==> src/rtl/riscv_pkg.sv <==
// Shared RISC-V front-end types: instruction/PC widths and the fetch entry
// carried through the fetch queue.
package riscv_pkg;

    localparam int INST_WIDTH = 32;
    localparam int PC_WIDTH   = 32;

    typedef struct packed {
        logic [PC_WIDTH-1:0]   pc;
        logic [INST_WIDTH-1:0] inst;
    } fetch_entry_t;

endpackage

==> src/rtl/fetch_queue_if.sv <==
// Fetch-queue handshake bundle. The master side is fetch plus decoder, the
// slave side is the queue itself.
interface fetch_queue_if
    import riscv_pkg::*;
#(
    parameter int DEPTH = 8
);

    logic                   enq_ready;
    logic                   enq0_valid;
    fetch_entry_t           enq0;
    logic                   enq1_valid;
    fetch_entry_t           enq1;

    logic                   deq0_valid;
    fetch_entry_t           deq0;
    logic                   deq1_valid;
    fetch_entry_t           deq1;
    logic                   deq0_take;
    logic                   deq1_take;

    logic [$clog2(DEPTH):0] count;

    modport slave (
        input  enq0_valid, enq0, enq1_valid, enq1, deq0_take, deq1_take,
        output enq_ready, deq0_valid, deq0, deq1_valid, deq1, count
    );

    modport master (
        output enq0_valid, enq0, enq1_valid, enq1, deq0_take, deq1_take,
        input  enq_ready, deq0_valid, deq0, deq1_valid, deq1, count
    );

endinterface

==> src/rtl/fetch_queue_ptr.sv <==
// Wrapping circular-buffer pointer: advances by 0, 1 or 2 per cycle and wraps
// naturally at the power-of-two depth; clear returns it to entry 0.
module fetch_queue_ptr #(
    parameter int AW = 3
) (
    input  logic          clk,
    input  logic          rst,
    input  logic          clear,
    input  logic [1:0]    adv,
    output logic [AW-1:0] ptr
);

    logic [AW-1:0] ptr_reg;

    // Pointer register; modulo wrap comes from the AW-bit width.
    always_ff @(posedge clk) begin
        if (rst || clear) begin
            ptr_reg <= '0;
        end else begin
            ptr_reg <= ptr_reg + AW'(adv);
        end
    end

    assign ptr = ptr_reg;

endmodule

==> src/rtl/fetch_queue.sv <==
// Two-wide in-order fetch queue between instruction fetch and decode.
// Optional feature macro: FETCH_QUEUE_BYPASS_EN -- when defined and the queue
// is empty, enqueued slots are presented on deq0/deq1 in the same cycle.
// Data widths come from riscv_pkg; DEPTH must be a power of two, >= 4.
module fetch_queue
    import riscv_pkg::*;
#(
    parameter int DEPTH = 8
) (
    input  logic            clk,
    input  logic            rst,
    input  logic            flush,
    fetch_queue_if.slave    fq
);

    localparam int AW = $clog2(DEPTH);
    localparam int CW = AW + 1;

    fetch_entry_t    mem [DEPTH];
    logic [CW-1:0]   count_reg;
    logic [CW-1:0]   count_next;
    logic [AW-1:0]   head;
    logic [AW-1:0]   tail;
    logic [AW-1:0]   head1;
    logic [AW-1:0]   tail1;
    logic            enq_ready;
    logic            fire_enq0;
    logic            fire_enq1;
    logic            valid0;
    logic            valid1;
    logic            take0;
    logic            take1;
    logic [1:0]      n_enq;
    logic [1:0]      n_deq;
    logic [DEPTH-1:0] we0;
    logic [DEPTH-1:0] we1;

    assign head1 = head + AW'(1);
    assign tail1 = tail + AW'(1);

    // Space is judged on registered occupancy only, so a dequeue in the same
    // cycle never opens room for a bundle.
    assign enq_ready = (count_reg <= CW'(DEPTH - 2));
    assign fire_enq0 = enq_ready && fq.enq0_valid && !flush;
    assign fire_enq1 = fire_enq0 && fq.enq1_valid;
    assign n_enq     = 2'(fire_enq0) + 2'(fire_enq1);

`ifdef FETCH_QUEUE_BYPASS_EN
    logic bypass;
    assign bypass  = (count_reg == '0) && !flush;
    assign valid0  = (count_reg >= CW'(1)) || (bypass && fq.enq0_valid);
    assign valid1  = (count_reg >= CW'(2)) || (bypass && fq.enq0_valid && fq.enq1_valid);
    // Bypassed entries are still written at tail; head advancing over the
    // taken ones makes them invisible, so no separate write suppression.
    assign fq.deq0 = (count_reg == '0) ? fq.enq0 : mem[head];
    assign fq.deq1 = (count_reg == '0) ? fq.enq1 : mem[head1];
`else
    assign valid0  = (count_reg >= CW'(1));
    assign valid1  = (count_reg >= CW'(2));
    assign fq.deq0 = mem[head];
    assign fq.deq1 = mem[head1];
`endif

    // Slot 1 is only consumed together with slot 0; flush discards takes.
    assign take0 = fq.deq0_take && valid0 && !flush;
    assign take1 = take0 && fq.deq1_take && valid1;
    assign n_deq = 2'(take0) + 2'(take1);

    assign count_next = count_reg + CW'(n_enq) - CW'(n_deq);

    // Occupancy counter; flush empties the queue exactly like reset.
    always_ff @(posedge clk) begin
        if (rst || flush) begin
            count_reg <= '0;
        end else begin
            count_reg <= count_next;
        end
    end

    fetch_queue_ptr #(.AW(AW)) u_head (
        .clk   (clk),
        .rst   (rst),
        .clear (flush),
        .adv   (n_deq),
        .ptr   (head)
    );

    fetch_queue_ptr #(.AW(AW)) u_tail (
        .clk   (clk),
        .rst   (rst),
        .clear (flush),
        .adv   (n_enq),
        .ptr   (tail)
    );

    // Per-entry write enables; a bundle may straddle the wrap point.
    for (genvar gi = 0; gi < DEPTH; gi++) begin : g_we
        assign we0[gi] = fire_enq0 && (tail  == AW'(gi));
        assign we1[gi] = fire_enq1 && (tail1 == AW'(gi));
    end

    // Storage array, not reset; entries are meaningful only below count.
    always_ff @(posedge clk) begin
        for (int i = 0; i < DEPTH; i++) begin
            if (we0[i]) begin
                mem[i] <= fq.enq0;
            end else if (we1[i]) begin
                mem[i] <= fq.enq1;
            end
        end
    end

    assign fq.enq_ready  = enq_ready;
    assign fq.deq0_valid = valid0;
    assign fq.deq1_valid = valid1;
    assign fq.count      = count_reg;

    // Slot 1 without slot 0 is illegal on either side of the queue.
    a_deq_order: assert property (@(posedge clk) disable iff (rst)
        !(fq.deq1_take && !fq.deq0_take));
    a_enq_order: assert property (@(posedge clk) disable iff (rst)
        !(fq.enq1_valid && !fq.enq0_valid));

endmodule

==> src/flat_wrapper.sv <==
// flat-port wrapper written by rule: the top's interface ports become plain ports
module fetch_queue_flat import riscv_pkg::*;
#(
    parameter int DEPTH = 8
)
  (clk, rst, flush, fq_enq0_valid, fq_enq0, fq_enq1_valid, fq_enq1, fq_deq0_take, fq_deq1_take, fq_enq_ready, fq_deq0_valid, fq_deq0, fq_deq1_valid, fq_deq1, fq_count);
  fetch_queue_if #(.DEPTH(DEPTH)) fq_i ();
  input  logic clk;
  input  logic rst;
  input  logic flush;
  input wire logic [$bits(fq_i.enq0_valid)-1:0] fq_enq0_valid;
  input wire logic [$bits(fq_i.enq0)-1:0] fq_enq0;
  input wire logic [$bits(fq_i.enq1_valid)-1:0] fq_enq1_valid;
  input wire logic [$bits(fq_i.enq1)-1:0] fq_enq1;
  input wire logic [$bits(fq_i.deq0_take)-1:0] fq_deq0_take;
  input wire logic [$bits(fq_i.deq1_take)-1:0] fq_deq1_take;
  output wire logic [$bits(fq_i.enq_ready)-1:0] fq_enq_ready;
  output wire logic [$bits(fq_i.deq0_valid)-1:0] fq_deq0_valid;
  output wire logic [$bits(fq_i.deq0)-1:0] fq_deq0;
  output wire logic [$bits(fq_i.deq1_valid)-1:0] fq_deq1_valid;
  output wire logic [$bits(fq_i.deq1)-1:0] fq_deq1;
  output wire logic [$bits(fq_i.count)-1:0] fq_count;
  assign fq_i.enq0_valid = fq_enq0_valid;
  assign fq_i.enq0 = fq_enq0;
  assign fq_i.enq1_valid = fq_enq1_valid;
  assign fq_i.enq1 = fq_enq1;
  assign fq_i.deq0_take = fq_deq0_take;
  assign fq_i.deq1_take = fq_deq1_take;
  assign fq_enq_ready = fq_i.enq_ready;
  assign fq_deq0_valid = fq_i.deq0_valid;
  assign fq_deq0 = fq_i.deq0;
  assign fq_deq1_valid = fq_i.deq1_valid;
  assign fq_deq1 = fq_i.deq1;
  assign fq_count = fq_i.count;
  fetch_queue #(.DEPTH(DEPTH)) u_core (.clk(clk), .rst(rst), .flush(flush), .fq(fq_i));
endmodule
==> config.mk <==
export PLATFORM = sky130hd
export DESIGN_NAME = fetch_queue_flat
export DESIGN_NICKNAME = d
export VERILOG_FILES = /design/src/rtl/riscv_pkg.sv /design/src/rtl/fetch_queue_if.sv /design/src/rtl/fetch_queue_ptr.sv /design/src/rtl/fetch_queue.sv /design/src/flat_wrapper.sv
export SDC_FILE = /design/constraint.sdc
export NUM_CORES = 1
export LEC_CHECK = 0
export CAP_MARGIN = 5
export CORE_MARGIN = 5
export CORE_UTILIZATION = 39
export DETAILED_ROUTE_END_ITERATION = 16
export GPL_TIMING_DRIVEN = 0
export PLACE_DENSITY_LB_ADDON = 0.2
export SLEW_MARGIN = 20
export SYNTH_ARGS = -nofsm -noshare
export SYNTH_HDL_FRONTEND = slang
export SYNTH_SLANG_ARGS = --single-unit
==> constraint.sdc <==
create_clock -name clk -period 8.4 [get_ports clk]
set_input_delay 0.84 -clock clk [delete_from_list [all_inputs] [get_ports clk]]
set_output_delay 0.84 -clock clk [all_outputs]
set_load 0.03 [all_outputs]
# Yosys cells after proc, flatten, opt, wreduce, memory -nomap -nowiden
# Memories as Yosys holds them, arrays and structs flattened. A register that Yosys moved wholly into a read port is not among the register bits.
# Cells that the tools add are included.
dict set report totals {
  input_bits 135
  memories 1
  ram_bits 512
  elab_cells 137
  out_inout_bits 135
  register_bits 10
}
dict set report classes {
  n_mux 67
  n_bitwise 8
  eq_ne 14
  addsub 8
  order_cmp 3
  n_reduce_logical 33
}
# memory words width rd rd_clocked_by_memory_dff wr line
set mem_list {}
lappend mem_list {u_core.mem 8 64 2 1 2 fetch_queue.sv:19} ;# fetch_entry_t mem [DEPTH];
# cell n
set op_table {}
lappend op_table {{64-bit two-way mux} 14}
lappend op_table {{64-bit OR reduction} 6}
lappend op_table {{1-bit two-way mux} 46}
lappend op_table {{3-bit equality test (second input constant)} 8}
lappend op_table {{1-bit logical AND} 23}
lappend op_table {{3-bit two-way mux} 7}
lappend op_table {{3-bit by 2-bit equality test with 1-bit output (second input constant)} 4}
lappend op_table {{1-bit OR} 8}
lappend op_table {{3-bit by 1-bit adder with 3-bit output (second input constant)} 2}
lappend op_table {{3-bit by 2-bit adder with 3-bit output} 2}
lappend op_table {{3-bit by 1-bit equality test with 1-bit output (second input constant)} 2}
lappend op_table {{3-bit zero test} 2}
lappend op_table {{1-bit by 1-bit adder with 2-bit output} 2}
lappend op_table {{4-bit by 2-bit adder with 4-bit output} 1}
lappend op_table {{4-bit by 1-bit >= comparator with 1-bit output (second input constant)} 1}
lappend op_table {{4-bit by 2-bit >= comparator with 1-bit output (second input constant)} 1}
lappend op_table {{4-bit by 3-bit less-or-equal comparator with 1-bit output (second input constant)} 1}
lappend op_table {{4-bit by 2-bit subtractor with 4-bit output} 1}
lappend op_table {{1-bit zero test} 1}
lappend op_table {{1-bit logical OR} 1}

# Longest topological paths before layout
dict set report depth {
  word_depth 13
  mapped_depth 12
  ltp_nobuf 11
}

# By module
# From an unflattened synthesis, not the netlist that was laid out.
dict set report unflattened {
  hier_cells 1645
  hier_area_um2 30205.2
}
# module seq_area_each_um2 cells_each area_each_um2 instances
set modules_own_cells {}
lappend modules_own_cells {fetch_queue 15454.8 1621 29935.0 1}
lappend modules_own_cells {fetch_queue_ptr 60.1 12 135.1 2}

# Worst setup path after synthesis
# Ideal clock, no wire load.
dict set report synth_path {
  path_type {flip-flop to flip-flop}
  from {reg u_core.count_reg[3], in the netlist u_core.fq.count[3]}
  to {mem u_core.mem[1][0] (netlist name), enable pin}
  slack_ns 1.677
  period_less_slack_ns 6.723
  n_path_buf 2
  t_required_ns 7.835
  arrival_ns 6.158
  setup_time_ns 0.565
  path_stages_with_launch 8
  path_cell_list {dfxtp_1 inv_1 ha_1 and3_1 buf_6 or3_1 clkbuf_1 nor3_1}
}
# element line
set synth_lines {}
lappend synth_lines {{from (decl)} fetch_queue.sv:20} ;# logic [CW-1:0] count_reg;
lappend synth_lines {{from (signal assigned)} fetch_queue.sv:76} ;# count_reg <= count_next;
lappend synth_lines {{to (decl)} fetch_queue.sv:19}

==> out/results.ini <==
[status]
outcome = completed

[floorplanning]
coreArea_sq_mm = 0.0773
die_x_microns = 289
core.rowCount = 102
start_util = 0.392
die_h_microns = 289
pin_count = 270
dieArea_sq_mm = 0.0834

[clock_network]
hold_buffers = 0
clk_pin_slew_worst_paths_ps = 60
clockBufferDepth = 3
cts_max_level = 2
clock-sinks = 522
clockRootBuffer = clkbuf_16
cts_tree = built
cts_resized = 0
post-cts-setup-buffers = 0
cts_buffers = 57
clock_latency_ps = 630

[timing]
max-slew-margin-rel = 0.278
holdWs_ps = 627
setup_violations = 0
setup_ws_ps = 3140
worstMarginPinSlew_ps = 1080
clock_skew_ps = 23.9
slew_viol_final = 0
fin_crit_ps = 5260
fmax_mhz = 190
fin_crit_sh = 0.626
hold_viol_final = 0
rsz0062_at_grt = no

[finish]
fillerInstances = 6670
num-nets-final = 2176
multi_input_area_sq_mm = 0.0140
largest_reg_flops = 512
final_area_sq_mm = 0.0370
area_growth_pct = 22.0
regArea_sq_mm = 0.0156
drive_above_1_share = 0.517

[routing]
drtIter0Drc = 1406
drc = 0
vias = 18239
viasPerCell = 5.86
post_drt_wl_per_cell_microns = 30.5
drtAntennaViolNets = 0
first_pass_iters = 5
wl_microns = 95000

[min_path]
min_path_type = flip-flop to flip-flop
holdPathStages = 2

[synth]
yosys.area_share.simple = 0.0135
synth_area_sq_mm = 0.0303
synth_top_family_by_area = multiplexers
seq_area_frac_synth = 0.514
synth-adder-area-share = 0.00759
ys_warn_count = 0
synthCells = 1641
ys_ff_latch = 522
yosysUniqueCellTypes = 42
synth_edf_count = 512
async_flop_share = 0
yosys.area_share.xor_xnor = 0.00116
synthMuxAreaShare = 0.434
synth_fp_nets = 1792
synth-compound-area-share = 0.00281
syn_area_per_cell_sq_um = 18.5
synth_flop_cell = edfxtp_1

[setup_path]
worstRegToRegCells = 11
start_kind = flip-flop
worstPathRequired_ps = 7560
cp-end-kind = output pin
worst-setup-path-type = flip-flop to output pin
path_max_fanout = 10
arrival_ps = 4420

[global_route]
grt-busiest-layer = met2
grt_use_total = 0.223
grt_start_max_net_pins = 18
grt_pass1_wl_microns = 136000
grtUsageMet2 = 0.378
grt_pass1_vias = 19700
grt.met1_usage = 0.299
grt-ovfl-total = 0
grt_use_met3 = 0.0477
antenna_found_initial = 11

[power_and_ir_drop]
power.density_cell_area_mw_per_mm2 = 176
ir_drop_mv = 0.145
power_mw = 6.52
power.leakage_nw = 11.8

[placement]
portBuffers = 269
place_ws_ps = 3790
dpl-instance-area_sq_mm = 0.0353
hpwl_microns = 65000
gp_congestion = 0.773

[job]
max_cap_viol_count = 0

## cell usage in the layout, fill, tap and decap left out, types with 37 or more instances in the layout
master | Yosys | final
buf_2 | 58 | 59
buf_6 | 31 | 37
clkbuf_1 | 32 | 45
clkbuf_16 | 0 | 57
clkdlybuf4s50_1 | 0 | 269
edfxtp_1 | 512 | 512
mux2_1 | 67 | 67
mux2_2 | 523 | 523
mux2_4 | 50 | 50
mux4_2 | 256 | 256
## final timing paths
check | to | startpoint | slack [ps]
hold reg to reg | u_core.u_tail.ptr[2] | u_core.u_tail.ptr[2] | 630
setup / recovery | fq_deq0[0] | u_core.u_head.ptr[0] | 3140
setup reg to reg | u_core.mem[5][32] | u_core.fq.count[3] | 4750
hold / removal | u_core.u_tail.ptr[2] | u_core.u_tail.ptr[2] | 630
## per-stage QoR
| step | TNS, ps | cells | utilization |
|---|---|---|---|
| after floorplan | 0 | 1641 | - |
| after global placement | -1178700 | 2950 | 0.444 |
| after detailed placement | 0 | 3006 | 0.457 |
| after CTS | 0 | 3108 | 0.478 |
| after global routing | 0 | 3110 | 0.478 |
| final | 0 | 3114 | 0.479 |
## report_power, final
group | internal [mW] | leakage (nW) | switching (mW)
clock network | 1.27 | 0.827 | 1.04
registers | 2.93 | 4.72 | 0.0268
logic | 0.600 | 6.22 | 0.655
total | 4.80 | 11.8 | 1.73
## cells by family after synthesis
logic type,after synthesis
xor+xnor,4
mux,897
compound gates,12
fa+ha+maj,16
buf+inv,136
simple gates,54
flops,522
## worst max-delay path, cell delays in order, from the launching register on
cell             delay, ps
dfxtp_1                440
clkbuf_1               240
buf_2                  450
clkbuf_1               750
buf_2                  530
mux4_2                 380
mux2_2                 280
clkdlybuf4s50_1        700
## cell usage after synthesis, types with 4 or more instances
| library cell | count | area, sq um |
|---|---|---|
| edfxtp_1 | 512 | 15400 |
| a21oi_1 | 4 | 20.0 |
| nor4_4 | 5 | 106 |
| mux2_2 | 523 | 5890 |
| fa_1 | 4 | 80.1 |
| dfxtp_1 | 10 | 200 |
| nor2_1 | 8 | 30.0 |
| mux2_1 | 67 | 754 |
| or3_1 | 5 | 31.3 |
| mux4_2 | 256 | 5770 |
| mux2_4 | 50 | 751 |
| inv_1 | 11 | 41.3 |
| buf_2 | 58 | 290 |
| nor3_1 | 7 | 35.0 |
| buf_6 | 31 | 349 |
| nand2_1 | 4 | 15.0 |
| clkbuf_1 | 32 | 120 |
| ha_1 | 12 | 150 |
| and2_1 | 6 | 37.5 |
## final cells by class
class                   count  area share
repair buffers            325      0.0978
multi-input cells         983       0.378
well taps                1040      0.0352
clock buffers              70      0.0399
diodes                      6    0.000406
clock inverters            32     0.00534
plain buffers             125      0.0211
flip-flops and latches    522       0.421
inverters                  11     0.00112
## metal layers
layer | routed length (microns) | up-vias
met5 | 73 | -
met4 | 1910 | 10
met3 | 6470 | 132
met2 | 47100 | 661
met1 | 39500 | 9710
li1 | - | 7726
No activity file was read; power rests on OpenSTA's default activity.
